`src/rtl/serial_pkg.sv`:
```
// serial_pkg: definitions shared by the serial link receiver and transmitter.
//   FRAME_W   - default bits per frame (must match the transmitter)
//   CNT_W_DEF - default width of the completed-frame counter
//   state_t   - receiver FSM states
package serial_pkg;
  localparam int FRAME_W   = 6;
  localparam int CNT_W_DEF = 8;

  typedef enum logic {
    IDLE  = 1'b0,
    SHIFT = 1'b1
  } state_t;
endpackage

```
`src/rtl/serial_deser.sv`:
```
// serial_deser: 1-bit MSB-first serial to WIDTH-bit parallel receiver.
// Ports:
//   clk      - clock, all state on rising edge
//   rst      - synchronous active-high reset
//   sin      - serial data, one bit per cycle, MSB first
//   start    - marks the cycle in which sin carries the frame MSB
//   data_out - last completed word, held until the next completion
//   valid    - one-cycle pulse, data_out just updated
//   busy     - a frame is partially received
//   err      - one-cycle pulse, frame aborted by an early start
//   frames   - saturating count of completed frames
module serial_deser
  import serial_pkg::*;
#(
  parameter int WIDTH = FRAME_W,
  parameter int CNT_W = CNT_W_DEF
) (
  input  logic             clk,
  input  logic             rst,
  input  logic             sin,
  input  logic             start,
  output logic [WIDTH-1:0] data_out,
  output logic             valid,
  output logic             busy,
  output logic             err,
  output logic [CNT_W-1:0] frames
);

  localparam int CW = $clog2(WIDTH);

  state_t           state;
  logic [WIDTH-1:0] shift;
  logic [CW-1:0]    cnt;

  // Shift register contents once the current bit is appended.
  logic [WIDTH-1:0] shift_nxt;
  assign shift_nxt = {shift[WIDTH-2:0], sin};

  always_ff @(posedge clk) begin
    if (rst) begin
      state    <= IDLE;
      shift    <= '0;
      cnt      <= '0;
      data_out <= '0;
      valid    <= 1'b0;
      busy     <= 1'b0;
      err      <= 1'b0;
      frames   <= '0;
    end else begin
      valid <= 1'b0;
      err   <= 1'b0;
      case (state)
        IDLE: begin
          if (start) begin
            shift <= {{(WIDTH-1){1'b0}}, sin};
            cnt   <= CW'(1);
            state <= SHIFT;
            busy  <= 1'b1;
          end
        end
        SHIFT: begin
          if (start) begin
            // Early start, even on the LSB edge: drop the partial frame and
            // treat this bit as the MSB of a fresh one.
            err   <= 1'b1;
            shift <= {{(WIDTH-1){1'b0}}, sin};
            cnt   <= CW'(1);
          end else if (cnt == CW'(WIDTH-1)) begin
            data_out <= shift_nxt;
            valid    <= 1'b1;
            if (frames != {CNT_W{1'b1}})
              frames <= frames + 1'b1;
            shift <= shift_nxt;
            cnt   <= '0;
            state <= IDLE;
            busy  <= 1'b0;
          end else begin
            shift <= shift_nxt;
            cnt   <= cnt + 1'b1;
          end
        end
        default: state <= IDLE;
      endcase
    end
  end

endmodule

```
`config.mk`:
```
export PLATFORM = sky130hd
export DESIGN_NAME = serial_deser
export DESIGN_NICKNAME = d
export VERILOG_FILES = /design/src/rtl/serial_pkg.sv /design/src/rtl/serial_deser.sv
export SDC_FILE = /design/constraint.sdc
export NUM_CORES = 1
export LEC_CHECK = 0
export BUFFER_PORTS_ARGS = -buffer_cell sky130_fd_sc_hd__buf_2
export CAP_MARGIN = 25
export CORE_MARGIN = 2
export CORE_UTILIZATION = 25
export CTS_BUF_LIST = sky130_fd_sc_hd__clkbuf_8
export DETAILED_ROUTE_END_ITERATION = 10
export PLACE_DENSITY = 0.48
export SLEW_MARGIN = 25
export SYNTH_ARGS = -nofsm -noshare
export SYNTH_HDL_FRONTEND = slang
export SYNTH_SLANG_ARGS = --single-unit
```
`constraint.sdc`:
```
create_clock -name clk -period 3.2 [get_ports clk]
set_input_delay 0.48 -clock clk [delete_from_list [all_inputs] [get_ports clk]]
set_output_delay 0.48 -clock clk [all_outputs]
set_load 0.005 [all_outputs]
```
==> results of run 1 <==
## power by group
group / switching, mW / internal [mW]
registers: 0.00709 / 0.328
clock network: 0.104 / 0.167
logic: 0.0136 / 0.00950
## state kept, by name, indices dropped and copies added (netlist names)
name / flops
frames: 8
shift: 5
data_out: 6
busy: 1
cnt: 3
err: 1
valid: 1
state: 1
## worst register-to-register path, delay by kind of cell, from the launching register on
kind,cells,cell delay (ps)
AND/OR/NAND/NOR,3,720
flip-flops,1,630
AO/OA/AOI/OAI,1,180
## final timing paths
path	startpoint	to	slack [ps]
min	sin	data_out[0]	460
max reg2reg	state	busy	1550
min reg2reg	data_out[0]	data_out[0]	460
max	state	busy	1550
## cells by family after synthesis
family	after synthesis	synth area share, %
AOI/OAI and AO/OA	25	14.5
xor gates and xnor gates	2	1.60
adders and majority gates	1	1.14
buffers and inverters	7	3.53
DFF	26	47.4
muxes	6	5.47
and+or+nand+nor	52	26.3
## layout by cell type (no fill, tap or decap), types with 2 or more instances in the layout
master and n:
a211oi_2 2, a21oi_1 14, buf_2 20, clkbuf_8 3, dfxtp_1 26, mux2i_1 6, nand2_1 17, nand4b_1 2
nor2_1 19, o21ai_0 3, or2_2 2, xnor2_1 2
## per-layer routing
metal  vias to the layer above  track usage, %  share of wire (%)
met3                         2            1.88                2.6
met5                         -               0                  0
met1                       423            10.7                 46
met2                        13            16.9                 50
met4                         0            4.49                1.2
li1                        444               -                  -
## area by class of cell
cell class | count | area [um2]
clock inverters | 1 | 30.0
inverters | 1 | 3.75
multi-input cells | 86 | 538
flip-flops and latches | 26 | 520
well taps | 52 | 65.1
fillers | 457 | 3000
repair buffers | 20 | 100
clock buffers | 3 | 41.3
==> results.cfg, run 1 <==
[global_route]
grt_max_degree = 22
antenna_found_initial = 0
overflow = 0
grt_pass1_vias = 859
grt_use_total_pct = 9.47
grt_pass1_wl_mm = 3.77

[clocking]
hold_buffers = 0
cts_root_buf = clkbuf_8
clk_pin_slew_ps = 90
cts_buffers = 3
clock_sinks = 26
tritoncts = done
cts_setup_buffers = 0
post_cts_resized = 0
cts_max_path_buffers = 2
clock_latency_ps = 270
htree_levels = 1

[yosys]
synthFlopType = dfxtp_1
synth.cell_area_um2 = 1100
synth_edf_count = 0
yosys.area.top_type = dfxtp_1
synth-async-reset-ratio_pct = 0
synthTopCellsByCount = 26 x dfxtp_1, 19 x nor2_1, 17 x nand2_1, 14 x a21oi_1, 6 x mux2i_1
synth.area.top_cells = dfxtp_1 47%, nor2_1 6.5%, a21oi_1 6.4%, nand2_1 5.8%, mux2i_1 5.5%
ys_ff_latch = 26
synth_nets = 124
yosys.cell_types.count = 34
synthCells = 119
seq_area_frac_synth_pct = 47.4
yosys.cell_count.top_type = dfxtp_1
syn_area_per_cell_um2 = 9.22
synth_warnings = 0
yosysTopAreaCellShare_pct = 47.4

[placed_design]
portBuffers = 20
place_ws_ps = 1570
place_area_um2 = 1230
place_congestion = 0.726
dp_hpwl_mm = 1.59
dpl.cell_count = 185

[pwr]
power_density_nw_per_um2 = 485
irDropWorstVdd_uv = 156
finalPower_uw = 629
p_leak_nw = 0.525

[setup_path]
worstRegToRegCells = 4
worstPathRequired_ps = 3350
path_class = reg -> reg
cp_slowest_cell = dfxtp_1
path_buf_inv = 0
cpPeakStageDelay_ps = 630
arrival_ps = 1800
path_max_fanout = 12
crit_family = simple AND/OR/NAND/NOR gates
start_kind = flip-flop
cp_num_cells = 4
crit_path_cell_trace = nand4b_4, or2_1, a21oi_1, nor2_1
cp-end-kind = flip-flop

[routing]
drtAntennaViolNets = 0
drtIter0Drc = 27
dr.pass1.iters = 4
drcViolationCount = 0
wl_mm = 2.19
vias = 882
viasPerCell = 4.67
wl_per_cell_um = 11.6

[layout]
fin_area_um2 = 1300
fin_cells = 189
syn_to_final_growth_pct = 18.4
diodes = 0
nNetsFinal = 143
drive_above_1_share_pct = 24.1
post-route-util_pct = 30.2

[run_status]
run_status = completed

[sta]
min_period_over_period_pct = 51.6
fin_ws_ps = 1550
worstMarginPinSlew_ps = 487
maxSlewViolCount = 0
setup_violations = 0
fin_crit_ps = 1650
hold_viol_final = 0
timing.fmax_ghz = 0.606
hold_ws_ps = 461
fin_tns_setup_ps = 0
maxSlewHeadroom_pct = 67.5
rsz0062_at_grt = false
fin_skew_ps = 1.30

[hold_path]
hold_path_class = in -> reg
holdPathStages = 3

[die]
die_x_um = 70.3
initial_utilization_pct = 25.6
num_rows = 24
fp.dieH_um = 70.3
dieArea_um2 = 4940
placeableCoreArea_um2 = 4290
ioPinCount = 21

[run]
drv_cap = 0
Power figures use the tool's default switching activity.
==> inputs of run 2 (changes only) <==
- ABC_AREA: unset -> 1
- PLACE_DENSITY: 0.48 -> 0.5
- clock period: 3.2 -> 1.5 ns (I/O delays scaled with it)
==> run 2 against run 1 <==
Effect of this change: worst hold slack lost 250 ps; synthesized area grew 1.8%; total power grew 93%; non-clock buffer count grew 2; critical path type unchanged; largest cell class unchanged.
==> results.cfg, run 2 <==
[run_status]
run_status = completed

[sta]
hold_viol_final = 0
maxSlewHeadroom_pct = 70.5
min_period_over_period_pct = 86.8
fin_tns_setup_ps = 0
fin_skew_ps = 2.68
maxSlewViolCount = 0
fin_crit_ps = 1300
worstMarginPinSlew_ps = 442
timing.fmax_ghz = 0.768
rsz0062_at_grt = false
hold_ws_ps = 212
setup_violations = 0

[yosys]
synthTopCellsByCount = 38 x nand2_1, 26 x dfxtp_1, 20 x nor2_1, 14 x inv_1, 10 x nand3_1
synth-async-reset-ratio_pct = 0
synth_edf_count = 0
synthFlopType = dfxtp_1
yosys.area.top_type = dfxtp_1
syn_area_per_cell_um2 = 7.60
synth.area.top_cells = dfxtp_1 47%, nand2_1 13%, nor2_1 6.7%, inv_1 4.7%, nand3_1 4.5%
synth_warnings = 0
synthCells = 147
yosys.cell_count.top_type = nand2_1
yosysTopAreaCellShare_pct = 46.6
synth_nets = 152
yosys.cell_types.count = 22
seq_area_frac_synth_pct = 46.6
ys_ff_latch = 26
synth.cell_area_um2 = 1120

[clocking]
post_cts_resized = 0
clk_pin_slew_ps = 90
cts_setup_buffers = 0
clock_latency_ps = 260
tritoncts = done
cts_max_path_buffers = 2
cts_buffers = 3
cts_root_buf = clkbuf_8
hold_buffers = 0
clock_sinks = 26
htree_levels = 1

[routing]
viasPerCell = 4.24
drcViolationCount = 0
drtIter0Drc = 36
vias = 946
wl_mm = 2.21
drtAntennaViolNets = 0
wl_per_cell_um = 9.92
dr.pass1.iters = 4

[layout]
largest_reg_flops = 8
multi_input_area_um2 = 527
drive_above_1_share_pct = 22.2
syn_to_final_growth_pct = 20.2
fin_cells = 223
largest-register = frames
nNetsFinal = 177
top_regs = frames (8), data_out (6), shift (5)
diodes = 0
seq_area_um2 = 522
final_common_cell = nand2_1
nFillCells = 485
layout_common_cells = 38 x nand2_1, 25 x dfxtp_1, 20 x nor2_1, 20 x buf_2, 14 x inv_1

[setup_path]
reg2reg_slack_ps = 200
path_max_fanout = 6
cp-end-kind = flip-flop
path_class = reg -> reg
arrival_ps = 1510
worstPathRequired_ps = 1710
cp-startpoint = frames[1]
r2r-start = frames[1]
start_kind = flip-flop

[placed_design]
dpl.cell_count = 219
place_congestion = 0.776
portBuffers = 20
dp_hpwl_mm = 1.67

[run]
drv_cap = 0

[global_route]
grt_pass1_vias = 888
antenna_found_initial = 0
grt_use_total_pct = 9.38
grt_max_degree = 16
overflow = 0
grt_pass1_wl_mm = 3.84

[pwr]
irDropWorstVdd_uv = 263
finalPower_mw = 1.21
p_leak_nw = 0.612
power_density_nw_per_um2 = 904

[hold_path]
min_from = sin
hold_path_class = in -> reg

[die]
die_x_um = 70.9
placeableCoreArea_um2 = 4320
dieArea_um2 = 5020
initial_utilization_pct = 25.8
num_rows = 24
ioPinCount = 21
fp.dieH_um = 70.9
[run 2: changes by cell type after synthesis, sizes merged, moves of 3 or more]
cell,delta
buf,-3
nand2,+25
mux2i,-6
a21oi,-3
inv,+14
or2,-3
o21ai,+4
nand4b,-3
nand3,+10
xor2,+3
nor2,+3
[run 2: area by class of cell]
class                      instances  area share (%)
timing repair buffer              22            8.57
sequential                        26            38.9
tap                               52            4.85
multi-input combinational        104            39.2
clock buffer                       4            4.10
inverter                          15            4.38
[run 2: worst paths after layout]
path | to | cells after the start
setup / recovery | frames[0] | 9
setup reg to reg | frames[0] | 9
hold / removal | data_out[0] | 3
hold reg to reg | data_out[3] | 2
[run 2: stage by stage]
step           area, um2  utilization, %  setup slack, ps
6_report            1340            31.0              197
5_1_grt             1340            31.0             19.6
4_1_cts             1340            31.0              153
3_5_place_dp        1290            29.7              177
3_3_place_gp        1290            29.7              193
2_1_floorplan       1120               -              248
[run 2: routing by layer]
layer | vias to the layer above | share of wire [%] | track usage, %
met5 | - | 0 | 0
met1 | 407 | 52 | 12.6
met3 | 2 | 5.2 | 2.28
li1 | 522 | - | -
met4 | 0 | 0.86 | 3.77
met2 | 15 | 42 | 14.5
[run 2: cell families after synthesis]
logic type      count (synthesis)  synth area share (%)
simple gates                   79                  32.9
compound gates                 21                  10.7
flops                          26                  46.6
fa+ha+maj                       1                  1.12
xor+xnor                        3                  2.35
buf+inv                        17                  6.27
[run 2: critical path: stages (launching register included)]
cell and delay, ps:
dfxtp_1 380, ha_1 190, nand2_1 90, nor2_2 140
nand2_2 120, nand2_4 110, inv_4 50, nand2_1 50
nand2_1 40, nor2_1 80
[run 2: power by group]
part           leakage (nW)  internal (mW)  switching (mW)
Clock                0.0288          0.234           0.211
Sequential            0.211          0.701         0.00987
Combinational         0.372         0.0202          0.0377
Total                 0.612          0.955           0.259
==> inputs of run 3 (changes only) <==
- CORE_UTILIZATION: 25 -> 50
- PLACE_DENSITY: 0.5 -> 0.82
==> run 3 against run 2 <==
Effect of this change: cell count shrank 12%; clock skew shrank 1.8 ps; non-clock buffer count shrank 2; largest power group unchanged; register-to-register slack lost 70 ps; total power shrank 1.1%; via count grew 5.9%; critical path depth is the same; final area shrank 3.4%; count of clock-buffer cells in the layout is the same; routed wire length shrank 1.3%; critical endpoint unchanged.
==> results.cfg, run 3 (synthesis gave the netlist of run 2 again) <==
[global_route]
grt_max_degree = 16
grt_use_total_pct = 18.3
antenna_found_initial = 0
grt_pass1_vias = 904
grt_pass1_wl_mm = 3.64
overflow = 0

[sta]
rsz0062_at_grt = false
fin_crit_ps = 1370
setup_violations = 0
fin_tns_setup_ps = 0
maxSlewViolCount = 0
fin_skew_ps = 0.878
min_period_over_period_pct = 91.3
worstMarginPinSlew_ps = 447
maxSlewHeadroom_pct = 70.1
timing.fmax_ghz = 0.730
hold_viol_final = 0

[clocking]
htree_levels = 1
hold_buffers = 0
clock_latency_ps = 260
cts_max_path_buffers = 2
cts_root_buf = clkbuf_8
clock_sinks = 26
tritoncts = done
cts_buffers = 3
clk_pin_slew_ps = 80

[die]
initial_utilization_pct = 51.5
die_x_um = 51.3
dieArea_um2 = 2630
fp.dieH_um = 51.3
placeableCoreArea_um2 = 2170
ioPinCount = 21
num_rows = 17

[layout]
diodes = 0
nNetsFinal = 175
top_regs = frames (8), data_out (6), shift (5)
layout_common_cells = 38 x nand2_1, 25 x dfxtp_1, 20 x nor2_1, 20 x buf_2, 14 x inv_1
largest_reg_flops = 8
syn_to_final_growth_pct = 16.1
post-route-util_pct = 59.8
fin_area_um2 = 1300
largest-register = frames
drive_above_1_share_pct = 21.3
fin_cells = 197
final_common_cell = nand2_1

[routing]
drcViolationCount = 0
dr.pass1.iters = 4
viasPerCell = 5.09
wl_per_cell_um = 11.1
drtIter0Drc = 17
vias = 1002
wl_mm = 2.18
drtAntennaViolNets = 0

[setup_path]
path_max_fanout = 6
worstPathRequired_ps = 1700
arrival_ps = 1570
cp-end-kind = flip-flop
start_kind = flip-flop
path_class = reg -> reg

[placed_design]
dp_hpwl_mm = 1.62
portBuffers = 20
place_area_um2 = 1240
place_congestion = 0.805
dpl.cell_count = 193

[pwr]
p_leak_nw = 0.602
irDropWorstVdd_uv = 626
power_density_nw_per_um2 = 926

[run_status]
run_status = completed

[hold_path]
hold_path_class = in -> reg

[run]
drv_cap = 0
-- run 3: cell types whose count changed in the layout (fill, tap and decap cells not counted) --
cell	before	now
buf_4	2	0
-- run 3: area by class of cell --
type	instances	area, um2
fill	216	872
tap	28	35.0
sequential	26	522
clock buffer	4	55.1
inverter	15	58.8
multi-input combinational	104	527
timing repair buffer	20	100
-- run 3: what timing repair did --
action / CTS / global route
setup endpoints to repair: 0 / 2
setup buffers: 0 / 0
resized for setup: 0 / 1
-- run 3: report_power, final --
| part | switching [mW] | internal, mW |
|---|---|---|
| Combinational | 0.0365 | 0.0163 |
| Clock | 0.203 | 0.234 |
| Sequential | 0.0101 | 0.701 |
| Total | 0.249 | 0.952 |
-- run 3: path summary, 6_finish.rpt --
path | start | end | slack (ps) | cells past startpoint
worst min-delay path | sin | data_out[0] | 220 | 3
worst max-delay path | frames[1] | frames[0] | 130 | 9
worst max register to register | frames[1] | frames[0] | 130 | 9
worst min register to register | shift[0] | shift[1] | 470 | 2
-- run 3: layer usage --
layer / GRT usage [%] / up-vias / wire length (um)
li1: - / 516 / -
met1: 21.6 / 459 / 976
met2: 32.0 / 22 / 1080
met3: 4.39 / 5 / 99
met4: 6.58 / 0 / 26
met5: 0 / - / 0
-- run 3: per-stage QoR --
stage	total power [mW]	setup WS, ps	hold slack [ps]
2_1_floorplan	0.763	248	303
3_3_place_gp	0.777	230	448
3_5_place_dp	0.780	134	460
4_1_cts	1.21	113	229
5_1_grt	1.25	2.31	241
6_report	1.20	130	220
-- run 3: worst max-delay path, stage by stage (launching register included) --
cell     delay (ps)
dfxtp_1         390
ha_1            210
nand2_1          90
nor2_2          150
nand2_2         120
nand2_4         110
inv_4            50
nand2_1          50
nand2_1          40
nor2_1           90
